## config.mk

```make
export PLATFORM = sky130hd
export DESIGN_NAME = hazard_unit
export DESIGN_NICKNAME = d
export VERILOG_FILES = /design/src/rtl/hazard_pkg.sv /design/src/rtl/mult_tracker.sv /design/src/rtl/hazard_unit.sv
export SDC_FILE = /design/constraint.sdc
export NUM_CORES = 1
export LEC_CHECK = 0
export BUFFER_PORTS_ARGS = -buffer_cell sky130_fd_sc_hd__buf_2
export CAP_MARGIN = 20
export CELL_PAD_IN_SITES_DETAIL_PLACEMENT = 1
export CELL_PAD_IN_SITES_GLOBAL_PLACEMENT = 1
export CORE_MARGIN = 5
export CORE_UTILIZATION = 33
export CTS_CLUSTER_SIZE = 14
export DETAILED_ROUTE_END_ITERATION = 8
export GPL_TIMING_DRIVEN = 0
export PLACE_DENSITY = 0.82
export SLEW_MARGIN = 0
export SYNTH_ARGS = -nofsm -noshare
export SYNTH_HDL_FRONTEND = slang
export SYNTH_SLANG_ARGS = --single-unit
```

## constraint.sdc

```tcl
create_clock -name clk -period 1.7 [get_ports clk]
set_input_delay 0.085 -clock clk [delete_from_list [all_inputs] [get_ports clk]]
set_output_delay 0.085 -clock clk [all_outputs]
set_load 0.01 [all_outputs]
```

## src/rtl/hazard_pkg.sv

```systemverilog
// rtl/hazard_pkg.sv - shared encodings and helpers for the pipeline hazard controller
package hazard_pkg;

    localparam logic [2:0] WB_ALU = 3'd0;
    localparam logic [2:0] WB_MEM = 3'd1;
    localparam logic [2:0] WB_PC8 = 3'd2;
    localparam logic [2:0] WB_HI  = 3'd3;
    localparam logic [2:0] WB_LO  = 3'd4;

    localparam logic [1:0] BR_NONE = 2'b00;
    localparam logic [1:0] BR_BEQ  = 2'b01;
    localparam logic [1:0] BR_BNE  = 2'b10;

    localparam logic [1:0] FWD_RF = 2'b00;
    localparam logic [1:0] FWD_W  = 2'b01;
    localparam logic [1:0] FWD_M  = 2'b10;

    typedef enum logic {
        MULT_IDLE = 1'b0,
        MULT_BUSY = 1'b1
    } mult_state_e;

    // M has the younger result, so it takes priority over W; $0 is never a forwarding source.
    function automatic logic [1:0] fwd_sel(
        input logic [4:0] src_reg,
        input logic       reg_write_m,
        input logic [4:0] write_reg_m,
        input logic       reg_write_w,
        input logic [4:0] write_reg_w
    );
        if (reg_write_m && (write_reg_m != 5'd0) && (write_reg_m == src_reg))
            return FWD_M;
        else if (reg_write_w && (write_reg_w != 5'd0) && (write_reg_w == src_reg))
            return FWD_W;
        else
            return FWD_RF;
    endfunction

endpackage

```

## src/rtl/mult_tracker.sv

```systemverilog
// rtl/mult_tracker.sv - multiplier busy FSM, timeout watchdog and pending flag
module mult_tracker
    import hazard_pkg::*;
#(
    parameter int MULT_TIMEOUT = 64
) (
    input  logic clk,
    input  logic rst,
    input  logic MultStartE,
    input  logic MultDoneE,
    output logic mult_busy,
    output logic mult_err,
    output logic pending
);

    localparam int TW = $clog2(MULT_TIMEOUT) + 1;
    localparam logic [TW-1:0] LIMIT = TW'(MULT_TIMEOUT);
    localparam logic [TW-1:0] LAST  = TW'(MULT_TIMEOUT - 1);

    mult_state_e      state;
    mult_state_e      state_next;
    logic [TW-1:0]    busy_cycles;

    // FSM state register
    always_ff @(posedge clk) begin
        if (rst)
            state <= MULT_IDLE;
        else
            state <= state_next;
    end

    // Next state; a done that coincides with a new start keeps the tracker busy
    always_comb begin
        state_next = state;
        case (state)
            MULT_IDLE: if (MultStartE) state_next = MULT_BUSY;
            MULT_BUSY: if (MultDoneE && !MultStartE) state_next = MULT_IDLE;
            default:   state_next = MULT_IDLE;
        endcase
    end

    // Count BUSY cycles since the last start/done; the error flag is sticky and the FSM is left busy
    always_ff @(posedge clk) begin
        if (rst) begin
            busy_cycles <= '0;
            mult_err    <= 1'b0;
        end else begin
            if ((state != MULT_BUSY) || MultDoneE)
                busy_cycles <= '0;
            else if (busy_cycles != LIMIT)
                busy_cycles <= busy_cycles + 1'b1;
            if ((state == MULT_BUSY) && !MultDoneE && (busy_cycles == LAST))
                mult_err <= 1'b1;
        end
    end

    assign mult_busy = (state == MULT_BUSY);
    assign pending   = (mult_busy || MultStartE) && !MultDoneE;

endmodule

```

## src/rtl/hazard_unit.sv

```systemverilog
// rtl/hazard_unit.sv - forwarding selects, load-use/branch/multiply stalls and event counters
module hazard_unit
    import hazard_pkg::*;
#(
    parameter int CNT_W        = 16,
    parameter int MULT_TIMEOUT = 64
) (
    input  logic             clk,
    input  logic             rst,
    input  logic [4:0]       RsD,
    input  logic [4:0]       RtD,
    input  logic [1:0]       branchD,
    input  logic             MultD,
    input  logic             MfHiLoD,
    input  logic [4:0]       RsE,
    input  logic [4:0]       RtE,
    input  logic [4:0]       WriteRegE,
    input  logic             RegWriteE,
    input  logic [2:0]       WBSrcE,
    input  logic             MultStartE,
    input  logic             MultDoneE,
    input  logic [4:0]       WriteRegM,
    input  logic             RegWriteM,
    input  logic [2:0]       WBSrcM,
    input  logic [4:0]       WriteRegW,
    input  logic             RegWriteW,
    output logic             stallF,
    output logic             stallD,
    output logic             forwardAD,
    output logic             forwardBD,
    output logic             flushE,
    output logic [1:0]       forwardAE,
    output logic [1:0]       forwardBE,
    output logic             mult_busy,
    output logic             mult_err,
    output logic [CNT_W-1:0] stall_cnt,
    output logic [CNT_W-1:0] flush_cnt
);

    logic lwstall;
    logic brstall;
    logic multstall;
    logic pending;
    logic hazard;
    logic e_hits_d;
    logic m_load_hits_d;

    mult_tracker #(
        .MULT_TIMEOUT(MULT_TIMEOUT)
    ) u_mult_tracker (
        .clk       (clk),
        .rst       (rst),
        .MultStartE(MultStartE),
        .MultDoneE (MultDoneE),
        .mult_busy (mult_busy),
        .mult_err  (mult_err),
        .pending   (pending)
    );

    // Forwarding selects and hazard detection; a load to $0 may stall spuriously, which is harmless
    always_comb begin
        forwardAE = fwd_sel(RsE, RegWriteM, WriteRegM, RegWriteW, WriteRegW);
        forwardBE = fwd_sel(RtE, RegWriteM, WriteRegM, RegWriteW, WriteRegW);
        forwardAD = RegWriteM && (WriteRegM != 5'd0) && (WriteRegM == RsD);
        forwardBD = RegWriteM && (WriteRegM != 5'd0) && (WriteRegM == RtD);

        lwstall = (WBSrcE == WB_MEM) && ((WriteRegE == RsD) || (WriteRegE == RtD));

        e_hits_d      = RegWriteE && (WriteRegE != 5'd0) &&
                        ((WriteRegE == RsD) || (WriteRegE == RtD));
        m_load_hits_d = (WBSrcM == WB_MEM) && (WriteRegM != 5'd0) &&
                        ((WriteRegM == RsD) || (WriteRegM == RtD));
        brstall       = (branchD != BR_NONE) && (e_hits_d || m_load_hits_d);

        multstall = pending && (MfHiLoD || MultD);
        hazard    = lwstall || brstall || multstall;
    end

    assign stallF = hazard;
    assign stallD = hazard;
    assign flushE = hazard;

    // Saturating stall/flush event counters
    always_ff @(posedge clk) begin
        if (rst) begin
            stall_cnt <= '0;
            flush_cnt <= '0;
        end else begin
            if (stallD && (stall_cnt != {CNT_W{1'b1}}))
                stall_cnt <= stall_cnt + 1'b1;
            if (flushE && (flush_cnt != {CNT_W{1'b1}}))
                flush_cnt <= flush_cnt + 1'b1;
        end
    end

endmodule
```

==> reports/results.txt <==
Cells after synthesis -> 326
Clock Latency Late Sink -> 0.30 ns
Most common cell in the synthesized netlist -> nor2_1
Nets@finish -> 516
Iteration-0 DRC Markers -> 72
Die area -> 10100 um^2
WP data required -> 1.89 ns
Synth Flop Type -> dfxtp_1
N_diodes -> 0
Peak VDD IR -> 0.397 mV
Placed cell count -> 520
Clock power frac -> 31.1%
Sw Ratio -> 28.6%
Critical path class -> reg2reg
Outcome -> finished with violations
Die X -> 101 um
Placed Area -> 3330 um^2
Setup slack after layout -> -0.0854 ns
# DRC -> 0
Commonest cells in the netlist -> nor2_1, dfxtp_1, xor2_1
Total GRT Usage -> 18.1%
Total gr overflow -> 0
Row count -> 33
Clock sink count -> 41
Net Switching -> 0.605 mW
Avg Cell Area, Syn -> 8.32 um^2
Hold Slack -> 0.0321 ns
Cts bufs inserted -> 5
Pre-CTS WS -> -0.389 ns
Crit. End Element -> flop
Via/cell ratio -> 5.18
Gate power share -> 22.3%
Ranking of synthesized cells by area -> dfxtp_1, xor2_1, nor2_1
Number of port buffers -> 89
Detail Placement HPWL -> 6760 um
Internal -> 1.51 mW
Post-synth top area share -> 30.3%
Clock root buffer -> clkbuf_8
Ys async rst share -> 0%
Mapped Nets -> 382
Worst r2r src -> u_mult_tracker.mult_busy
Synth-to-layout area growth -> 48.2%
Final hold viol count -> 0
Worst-path fanout max -> 5
Antenna violations before repair -> 0
Unique cell type count in the Yosys netlist -> 46
H-tree levels -> 2
First-pass GRT wire length -> 15000 um
Final instance area -> 4020 um^2
FMAX -> 560 MHz
RSZ-0062 raised after global routing -> true
Hold buffers post-CTS -> 0
Fin cells -> 565
Post-synth EDFFs -> 0
Largest net degree at the start of global routing -> 12
Total detailed-routing wirelength -> 10100 um
Yosys reg bits -> 41
Synth area leader -> dfxtp_1
Critical path startpoint category -> flop
Period minus WS final -> 1.79 ns
Sequential element share of the synthesized area -> 30.3%
CTS tree -> built
Pwr dens -> 526 nW/um^2
Via count -> 2925
CP arrival -> 1.97 ns
Leakage power -> 1.75 nW
Crit path to -> stall_cnt[11]
Io pins -> 95
Max_cap viols -> 0
Clock Pin Slew Worst Setup and Hold Paths -> 0.08 ns
Starting Density -> 33.5%
Failing checks -> setup timing
Clock Skews -> 0.00621 ns
Die height -> 101 um
Worst setup path start -> u_mult_tracker.mult_busy
Reg-to-reg slack, setup -> -0.09 ns
TritonRoute pass-1 iters -> 4
Vias in the first global route -> 3083
Slew @ Worst Pin -> 0.610 ns
HP Class -> in2reg
Core area -> 8090 um^2
Reg2Reg Capture Point -> stall_cnt[11]
Antenna-violating nets left -> 0
Share of cells above drive strength 1 -> 48.5%
Sequential share of power -> 46.6%
Final max-slew violation count -> 0
Mapped Area -> 2710 um^2
Routability cong. -> 0.861
Max_slew headroom -> 59.3%
Number of setup violations in the final report -> 14
Synthesis Warnings -> 0
Max Root-Sink Buffers -> 2
Tcrit/Tclk final -> 105%
Wire per inst -> 17.9 um
R2R depth -> 6
## per-stage QoR
step / TNS [ns] / util [%] / power, mW
after global placement: -6.70 / 41.1 / 1.38
after floorplan: -0.180 / - / 1.23
after detailed placement: -8.92 / 41.1 / 1.39
after CTS: -0.244 / 44.9 / 2.07
final: -0.486 / 49.7 / 2.12
after global routing: -2.22 / 49.7 / 2.22
## worst max-delay path, stage by stage, from the launching register on
cell	delay, ns
dfxtp_2	0.34
nor2_2	0.04
o32a_2	0.40
buf_8	0.17
a21oi_4	0.20
nand4_1	0.18
mux2_4	0.34
## layout make-up
cell class,count,area (um^2)
Tap cell,105,131
Clock buffer,7,86.3
Inverter,11,41.3
Multi-Input combinational cell,259,2000
Timing Repair Buffer,127,774
Sequential cell,41,872
Fill cell,1000,4070
Buffer,15,119
## placed cells by master (no fill, tap or decap), types with 10 or more instances in the layout
master   instances
xor2_1          34
dfxtp_1         20
nand3_1         16
buf_6           11
dfxtp_2         11
nor2b_1         11
buf_2           91
xnor2_1         21
a21oi_1         11
dfxtp_4         10
buf_4           32
inv_1           11
nor2_1          53
## state kept, by name, indices dropped and copies added, names as in the netlist
register / cells
flush_cnt: 16
u_mult_tracker.mult_err: 1
u_mult_tracker.mult_busy: 1
u_mult_tracker.busy_cycles: 7
stall_cnt: 16
## logic make-up (layout without fill, tap and decap cells)
kind of cell,count (synthesis),after routing,share of synthesized area [%]
AND/OR/NAND/NOR,146,146,26.8
XOR/XNOR,56,56,18.1
flip-flops,41,41,30.3
AO/OA/AOI/OAI,40,40,12.2
buffers and inverters,26,160,5.40
multiplexers,13,13,5.44
adder cells (fa/ha/maj),4,4,1.85
## per-layer routing
metal / share of wire, % / routed length [um] / GRT usage [%]
met5: 0 / 0 / 0
met1: 39 / 3940 / 20.2
met2: 53 / 5380 / 34.7
met4: 1.9 / 189 / 4.25
met3: 6.3 / 634 / 3.67
## worst min-delay path by stage
| stage | startpoint | to | slack (ns) | cells past startpoint |
|---|---|---|---|---|
| finish | MultStartE | u_mult_tracker.mult_busy | 0.03 | 3 |
| global route | MultStartE | u_mult_tracker.mult_busy | 0.06 | 3 |
| CTS | MultStartE | u_mult_tracker.mult_busy | 0.04 | 3 |
| detailed placement | MultStartE | u_mult_tracker.mult_busy | 0.33 | 3 |
| global placement | MultStartE | u_mult_tracker.mult_busy | 0.31 | 3 |
| floorplan | MultStartE | u_mult_tracker.mult_busy | 0.20 | 2 |
## repair_timing
action	in CTS	in global routing
setup buffers	13	23
endpoints found under the hold margin	0	0
cloned	0	2
pin swaps	12	16
gates resized for setup	32	44
setup endpoints to repair	30	34
## power groups by stage
stage	combinational [mW]	clock (mW)	sequential [mW]
floorplan	0.216	0	1.02
global placement	0.360	0	1.02
detailed placement	0.374	0	1.02
CTS	0.409	0.671	0.989
global route	0.510	0.722	0.987
finish	0.471	0.659	0.985
Note: power is estimated with default switching activity, not from simulation.
